`src/rtl/clock_pkg.sv`:
```
// Shared constants and helpers for the wall-clock minute/hour stages.
// Holds field widths, wrap limits and the debounce counter sizing.
package clock_pkg;

    localparam int MINUTE_W = 6;
    localparam int HOUR_W   = 5;

    localparam logic [MINUTE_W-1:0] MINUTE_MAX = 6'd59;
    localparam logic [HOUR_W-1:0]   HOUR_MAX   = 5'd23;

    localparam int DEBOUNCE_CYCLES_DFLT = 1_000_000;

    // Counter only has to reach cycles-1, so ceil(log2(cycles)) bits suffice.
    function automatic int debounce_w(int cycles);
        return (cycles < 2) ? 1 : $clog2(cycles);
    endfunction

    localparam int DEBOUNCE_W = debounce_w(DEBOUNCE_CYCLES_DFLT);

    function automatic logic [6:0] bin2bcd(logic [MINUTE_W-1:0] v);
        logic [2:0]          t;
        logic [MINUTE_W-1:0] r;
        t = '0;
        r = v;
        for (int i = 0; i < 5; i++) begin
            if (r >= 6'd10) begin
                r = r - 6'd10;
                t = t + 3'd1;
            end
        end
        return {t, 4'(r)};
    endfunction

endpackage

```
`src/rtl/key_debounce.sv`:
```
// Push-button conditioner: 2-flop sync, stability counter, debounced
// level and a registered one-cycle pulse on each accepted press.
module key_debounce
    import clock_pkg::*;
#(
    parameter int DEBOUNCE_CYCLES = DEBOUNCE_CYCLES_DFLT
) (
    input  logic clk_i,
    input  logic rst_ni,
    input  logic key_i,
    output logic press_o
);

    localparam int CW = debounce_w(DEBOUNCE_CYCLES);
    localparam logic [CW-1:0] LAST = CW'(DEBOUNCE_CYCLES - 1);

    logic [1:0]    sync_q;
    logic [CW-1:0] cnt_q, cnt_d;
    logic          level_q, level_d;
    logic          press_q;

    // Any return to the accepted level drops the count back to zero.
    always_comb begin
        cnt_d   = '0;
        level_d = level_q;
        if (sync_q[1] != level_q) begin
            if (cnt_q == LAST) begin
                level_d = sync_q[1];
            end else begin
                cnt_d = cnt_q + CW'(1);
            end
        end
    end

    always_ff @(posedge clk_i or negedge rst_ni) begin
        if (!rst_ni) begin
            sync_q  <= '0;
            cnt_q   <= '0;
            level_q <= 1'b0;
            press_q <= 1'b0;
        end else begin
            sync_q  <= {sync_q[0], key_i};
            cnt_q   <= cnt_d;
            level_q <= level_d;
            press_q <= level_d & ~level_q;
        end
    end

    assign press_o = press_q;

endmodule

```
`src/rtl/minute_counter.sv`:
```
// Minute stage: 0..59 counter with carry in/out and debounced Add/Subtract.
// Define MINUTE_BCD_EN to add registered bcd_tens/bcd_units outputs.
module minute_counter
    import clock_pkg::*;
#(
    parameter int DEBOUNCE_CYCLES = DEBOUNCE_CYCLES_DFLT
) (
    input  logic                Clk_50MHz,
    input  logic                Reset_N,
    input  logic                Sixty_in,
    input  logic                Add,
    input  logic                Subtract,
    output logic                Sixty_out,
    output logic [MINUTE_W-1:0] count
`ifdef MINUTE_BCD_EN
    ,
    output logic [2:0]          bcd_tens,
    output logic [3:0]          bcd_units
`endif
);

    logic add_p, sub_p;

    key_debounce #(.DEBOUNCE_CYCLES(DEBOUNCE_CYCLES)) u_add (
        .clk_i   (Clk_50MHz),
        .rst_ni  (Reset_N),
        .key_i   (Add),
        .press_o (add_p)
    );

    key_debounce #(.DEBOUNCE_CYCLES(DEBOUNCE_CYCLES)) u_sub (
        .clk_i   (Clk_50MHz),
        .rst_ni  (Reset_N),
        .key_i   (Subtract),
        .press_o (sub_p)
    );

    logic [MINUTE_W-1:0] count_q, count_d;
    logic [MINUTE_W-1:0] inc, dec;
    logic                pending_q, pending_d;
    logic                carry_q, carry_d;
    logic                tick, adj;

    assign inc  = (count_q == MINUTE_MAX) ? '0 : count_q + 6'd1;
    assign dec  = (count_q == '0) ? MINUTE_MAX : count_q - 6'd1;
    assign tick = Sixty_in | pending_q;
    assign adj  = add_p | sub_p;

    // An adjustment always wins the cycle; a coincident tick waits one cycle.
    always_comb begin
        count_d   = count_q;
        pending_d = pending_q;
        carry_d   = 1'b0;
        if (adj) begin
            pending_d = tick;
            if (add_p && !sub_p) begin
                count_d = inc;
            end else if (sub_p && !add_p) begin
                count_d = dec;
            end
        end else if (tick) begin
            pending_d = 1'b0;
            count_d   = inc;
            carry_d   = (count_q == MINUTE_MAX);
        end
    end

    always_ff @(posedge Clk_50MHz or negedge Reset_N) begin
        if (!Reset_N) begin
            count_q   <= '0;
            pending_q <= 1'b0;
            carry_q   <= 1'b0;
        end else begin
            count_q   <= count_d;
            pending_q <= pending_d;
            carry_q   <= carry_d;
        end
    end

    assign count     = count_q;
    assign Sixty_out = carry_q;

`ifdef MINUTE_BCD_EN
    logic [6:0] bcd_q;

    always_ff @(posedge Clk_50MHz or negedge Reset_N) begin
        if (!Reset_N) begin
            bcd_q <= '0;
        end else begin
            bcd_q <= bin2bcd(count_d);
        end
    end

    assign bcd_tens  = bcd_q[6:4];
    assign bcd_units = bcd_q[3:0];
`endif

endmodule

```
`config.mk`:
```
export PLATFORM = sky130hd
export DESIGN_NAME = minute_counter
export DESIGN_NICKNAME = d
export VERILOG_FILES = /design/src/rtl/clock_pkg.sv /design/src/rtl/key_debounce.sv /design/src/rtl/minute_counter.sv
export SDC_FILE = /design/constraint.sdc
export NUM_CORES = 1
export LEC_CHECK = 0
export CORE_MARGIN = 2
export CORE_UTILIZATION = 54
export CTS_CLUSTER_DIAMETER = 100
export DETAILED_ROUTE_END_ITERATION = 7
export PLACE_DENSITY = 0.75
export SLEW_MARGIN = 0
export SYNTH_ARGS = -nofsm -noshare
export SYNTH_HDL_FRONTEND = slang
export SYNTH_SLANG_ARGS = --single-unit
```
`constraint.sdc`:
```
create_clock -name Clk_50MHz -period 2.05 [get_ports Clk_50MHz]
set_input_delay 0.41 -clock Clk_50MHz [delete_from_list [all_inputs] [get_ports Clk_50MHz]]
set_output_delay 0.41 -clock Clk_50MHz [all_outputs]
set_load 0.02 [all_outputs]
```
==> impl_metrics.csv <==
group,metric,value,unit
status,outcome,"completed",
power_and_ir_drop,p_sw_frac,0.313,
clock_network,cts_sinks,56,
timing,rsz0062_at_grt,"no",
power_and_ir_drop,ir_drop,506,uV
drt,via_count,2255,
final_layout,design_area,3310,um^2
global_routing,grt_antenna_before_repair,0,
min_path,hp-class,"in2async",
critical_path,critPathKind,"reg2reg",
final_layout,diodes,0,
die,core_area,5170,um^2
drt,routed_via_density,5.78,
clock_network,root_buffer,"clkbuf_8",
clock_network,clock_path_buffers,2,
power_and_ir_drop,power,2470,uW
timing,post-route-period-util,0.957,
logic_synthesis,ys_ff_latch,56,
logic_synthesis,synth_nets,301,
logic_synthesis,synthArstFlopShare,1.00,
timing,post-route-min-period,1.96,ns
drt,drt_wl_total,5770,um
power_and_ir_drop,p_leak,0.00134,uW
drt,postRouteAntennaNets,0,
timing,final.setup.tns,0,ns
die,ios,12,
clock_network,tritoncts,"built",
die,die_area,6000,um^2
critical_path,path_cells,"ha_1 -> and3_4 -> nand4_2 -> or4_4 -> mux2_4",
timing,tightest_slew,0.495,ns
placed_design,dp_hpwl,4030,um
die,die_w,77.5,um
placed_design,numPortBuffers,11,
drt,drc,0,
logic_synthesis,yosys.area.top_type,"dfrtp_1",
final_layout,regArea,1400,um^2
final_layout,multi_input_area,1440,um^2
die,rows,26,
timing,setup_viol,0,
global_routing,grt_pass1_vias,2128,
global_routing,grt.total_usage,0.209,
logic_synthesis,ys_types,53,
clock_network,htree_levels,2,
logic_synthesis,seq_area_frac_synth,0.480,
logic_synthesis,synth.area.top_cells,"dfrtp_1, xnor2_1, nor2_1",
power_and_ir_drop,powerDensity,747,nW/um^2
timing,hold_viol,0,
power_and_ir_drop,p_sw,774,uW
final_layout,fin_nets,329,
critical_path,crit_arrival,2.16,ns
critical_path,slowest_delay,0.56,ns
timing,fmax,0.510,GHz
logic_synthesis,yosys_most_used_dff,"dfrtp_1",
critical_path,endpoint_kind,"flip-flop",
drt,drt_first_iter_violations,174,
final_layout,fill_cells,437,
logic_synthesis,syn_area_per_cell,10.0,um^2
global_routing,grt_pass1_wl,10100,um
critical_path,crit_path_start,"u_sub.cnt_q[1]",
critical_path,worst_ep_required_time,2.24,ns
drt,wire_per_inst,14.8,um
critical_path,cp-start-kind,"flip-flop",
run,drv_cap,0,
critical_path,cp_max_fo,3,
power_and_ir_drop,power_frac_seq,0.509,
die,initial_core_util,0.564,
global_routing,grt_overflow,0,
critical_path,slowest_stage,"or4_4",
clock_network,cts_buffers,5,
clock_network,clk_latency,0.30,ns
final_layout,area_growth,13.5,%
timing,whs,0.0334,ns
critical_path,reg2reg_from,"u_sub.cnt_q[1]",
timing,slew_violations,0,
power_and_ir_drop,combPwrFrac,0.257,
final_layout,layout-drive-gt1-share,0.147,
logic_synthesis,syn_inst,291,
power_and_ir_drop,p_int,1700,uW
global_routing,grt_max_degree,21,
clock_network,clk_pin_slew,0.10,ns
logic_synthesis,synth_edf_count,0,
logic_synthesis,yosys.area.top_type_share,0.480,
timing,slew_headroom,0.670,
placed_design,placed_cell_area,3200,um^2
logic_synthesis,yosysWarningCount,0,
logic_synthesis,netlist_area,2920,um^2
die,die_y,77.5,um
placed_design,finalWeightedCongestion,0.905,
drt,drt-pass1-iter-count,4,
timing,skew,0.0105,ns
power_and_ir_drop,p_clk_frac,0.234,
-- state kept, by name (all words and copies together), names as in the netlist --
signal and cells:
u_add.press_o 1, u_sub.press_o 1, u_sub.cnt_q 20, u_sub.sync_q 2, u_add.sync_q 2, u_add.level_q 1
u_add.cnt_q 20, count 6, pending_q 1, u_sub.level_q 1, Sixty_out 1
-- logic make-up after synthesis --
family,after synthesis,synth area share
simple gates,131,0.253
flops,56,0.480
compound gates,43,0.109
xor+xnor,31,0.0931
buf+inv,22,0.0309
fa+ha+maj,5,0.0215
mux,3,0.0124
-- metal layers --
layer,GRT usage,share of wire,wire (um),up-vias
met5,0,0,0,-
met4,0.0643,0.013,76,0
met3,0.0407,0.031,181,7
met2,0.335,0.48,2760,51
met1,0.289,0.48,2750,1093
li1,-,-,-,1104
-- synth_stat cells (2+ instances only) --
library cell   n
xnor2_1       26
a311oi_1       2
nand2_1       12
o31ai_1        6
nand3_1       13
nor3_1        11
nor4_1         9
o21ai_0        4
or3_4          2
dfrtp_1       56
a21oi_1       13
nand4_2        3
clkbuf_1       8
or4_1          6
nand4_1        5
inv_1         13
or3_1          7
nand3_2        2
ha_1           5
xor2_1         5
nor4b_1        4
and3_1         5
a31o_2         2
nor3b_1        2
nor2_1        42
-- through the flow --
stage	std cells	utilization	worst slack, ns
after floorplan	291	-	0.0131
after global placement	381	0.619	0.145
after detailed placement	381	0.619	0.0383
after CTS	389	0.635	0.0228
after global routing	390	0.640	0.0106
final	390	0.640	0.0890
-- worst max-delay path, delay by kind of cell, from the launching register on --
kind	cells	cell delay [ns]
flip-flops	1	0.40
AND/OR/NAND/NOR	3	0.91
multiplexers	1	0.31
adder cells (fa/ha/maj)	1	0.24
-- layout by cell type, fill, tap and decap left out, types with 9 or more instances in the layout --
cell	Yosys	layout
nand2_1	12	12
nor2_1	42	42
buf_4	0	19
inv_1	13	13
a21oi_1	13	13
xnor2_1	26	26
nor3_1	11	11
nand3_1	13	13
clkdlybuf4s50_1	0	10
dfrtp_1	56	55
nor4_1	9	9
-- final timing paths --
kind / endpoint / slack (ns) / depth (start not counted)
min reg2reg: u_sub.sync_q[1] / 0.38 / 0
min: count[3] / 0.03 / 1
max: u_sub.level_q / 0.09 / 5
max reg2reg: u_sub.level_q / 0.09 / 5
max in group asynchronous: count[0] / 1.38 / 2
min in group Clk_50MHz: u_sub.sync_q[1] / 0.38 / 0
-- repair_timing --
item,in CTS,in global routing
hold buffers,0,0
setup endpoints to repair,0,2
endpoints found under the hold margin,0,0
resized for setup,0,3
buffers inserted,0,1
-- power groups by stage --
| stage | Clock (uW) | Sequential (uW) | Combinational, uW |
|---|---|---|---|
| floorplan | 0 | 1310 | 344 |
| global placement | 0 | 1280 | 615 |
| finish | 577 | 1260 | 635 |
| CTS | 596 | 1260 | 632 |
| detailed placement | 0 | 1280 | 630 |
| global route | 644 | 1270 | 704 |
-- layout make-up --
| cell class | count | share of cell area |
|---|---|---|
| tap | 70 | 0.0265 |
| timing repair buffer | 30 | 0.0749 |
| multi-input combinational | 213 | 0.436 |
| sequential | 56 | 0.424 |
| clock buffer | 7 | 0.0231 |
| inverter | 13 | 0.0147 |
| clock inverter | 1 | 0.00151 |
Note: power is estimated with default switching activity, not from simulation.
==> patch, RTL diff (same settings) <==
Set the package constant `MINUTE_MAX` to 6'd29 (it was 6'd59).
--- a/src/rtl/clock_pkg.sv
+++ b/src/rtl/clock_pkg.sv
@@ -5,7 +5,7 @@
     localparam int MINUTE_W = 6;
     localparam int HOUR_W   = 5;
 
-    localparam logic [MINUTE_W-1:0] MINUTE_MAX = 6'd59;
+    localparam logic [MINUTE_W-1:0] MINUTE_MAX = 6'd29;
     localparam logic [HOUR_W-1:0]   HOUR_MAX   = 5'd23;
 
     localparam int DEBOUNCE_CYCLES_DFLT = 1_000_000;
Function: same outputs for any inputs over 10 cycles, from zero or initial values and one cycle with Reset_N low; that may be too few to reach the edited logic, so the function may still have changed.
==> patch against the original RTL <==
- power is 0.80% higher
- sequential share of layout area is 0.79 points higher
- combinational power is 22% lower
- first-iteration DRC count is 44% lower
- area after synthesis is 1.5% lower
- worst setup slack worse by 0.011 ns
- final area is 1.9% lower
- routed wire length is 0.45% lower
- sequential cell count stayed put
- critical endpoint is now count[0]
- largest cell class unchanged
- highest routed layer unchanged
==> patch: results (changes against the original RTL) <==
* Outcome: complete, no violations (unchanged)
* Share of cells above drive strength 1 at 10.1% (was 14.7%)
* Placed cell areas at 3140 um2 (was 3200 um2)
* Slew HR at 67.8% (was 67.0%)
* Worst-path maximum fanout at 10 (was 3)
* Max incr delay on CP at 0.68 ns (was 0.56 ns)
* Filler Cell Count at 423 (was 437)
* CP startpoint: count[0] (was u_sub.cnt_q[1])
* RePlAce Congestion at 0.875 (was 0.905)
* Yosys cell types at 43 (was 53)
* Top delay family on crit path: buffers and inverters (was simple AND/OR/NAND/NOR gates)
* Global-route usage over all layers at 20.6% (was 20.9%)
* First-pass GRT wire length at 9.98 mm (was 10.1 mm)
* Reg-to-reg startpoint: u_add.cnt_q[15] (was u_sub.cnt_q[1])
* Multi-input logic area at 1420 um2 (was 1440 um2)
* DRT iter0 DRCs at 98 (was 174)
* VDD IR max at 0.464 mV (was 0.506 mV)
* Synth area leaders: dfrtp_1 (49%), xor2_1 (4.9%), nor2_1 (3.9%) (was dfrtp_1 (48%), xnor2_1 (7.8%), nor2_1 (5.4%))
* WP data arrival at 1.56 ns (was 2.16 ns)
* Post-synth net total at 306 (was 301)
* Clock group power at 0.000687 W (was 0.000577 W)
* Slowest-stage cell, CP: clkdlybuf4s50_1 (was or4_4)
* Post-synth top cells: dfrtp_1 (56), nor2_1 (30), a21oi_1 (21) (was dfrtp_1 (56), nor2_1 (42), xnor2_1 (26))
* Largest net degree at the start of global routing at 57 (was 21)
* HPWL after detailed placement at 3.99 mm (was 4.03 mm)
* Vias in the first global route at 2153 (was 2128)
* Drt total wl at 5.74 mm (was 5.77 mm)
* Post-synthesis sequential area ratio at 48.8% (was 48.0%)
* Layout Nets at 328 (was 329)
==> patch: cell type report <==
class,instances,share of cell area (%)
clock inverter,1,0.925
timing repair buffer,22,6.17
tap,70,2.70
multi-input combinational,222,43.8
sequential,56,43.2
clock buffer,5,2.12
inverter,10,1.16
==> patch: through the flow <==
stage          setup WS, ns  std cells  hold WS (ns)
2_1_floorplan         0.105        295         0.114
3_3_place_gp          0.142        380         0.335
3_5_place_dp         0.0694        380         0.346
4_1_cts              0.0559        386        0.0981
5_1_grt             0.00336        386         0.102
6_report             0.0784        386        0.0920
==> patch: final timing paths <==
check / to / slack, ns / cells after the start
min in group Clk_50MHz: u_sub.sync_q[1] / 0.36 / 0
worst max register to register: u_add.level_q / 0.11 / 4
worst min register to register: u_sub.sync_q[1] / 0.36 / 0
worst min-delay path: u_add.cnt_q[11] / 0.09 / 2
worst max-delay path: count[0] / 0.08 / 1
max in group asynchronous: u_sub.sync_q[0] / 1.71 / 2
==> patch: worst register-to-register path, stage by stage, from the launching register on <==
cell and delay [ns]:
dfrtp_1 0.47, nor4_2 0.28, nand4_1 0.17, or4_2 0.61, mux2_2 0.30
==> patch: cells by family (layout without fill, tap and decap cells) <==
logic type	Yosys count	in the layout	synth area share (%)
AO/OA/AOI/OAI	54	54	11.9
XOR/XNOR	23	23	7.02
adder cells (fa/ha/maj)	6	6	2.61
buffers and inverters	17	38	2.27
flip-flops	56	56	48.8
multiplexers	3	3	1.18
AND/OR/NAND/NOR	136	136	26.2
==> patch: routing by layer <==
layer | GRT usage, % | wire length, um | vias up
li1 | - | - | 1133
met1 | 26.9 | 2670 | 1139
met2 | 34.6 | 2780 | 46
met3 | 4.12 | 228 | 6
met4 | 6.00 | 60 | 0
met5 | 0 | 0 | -
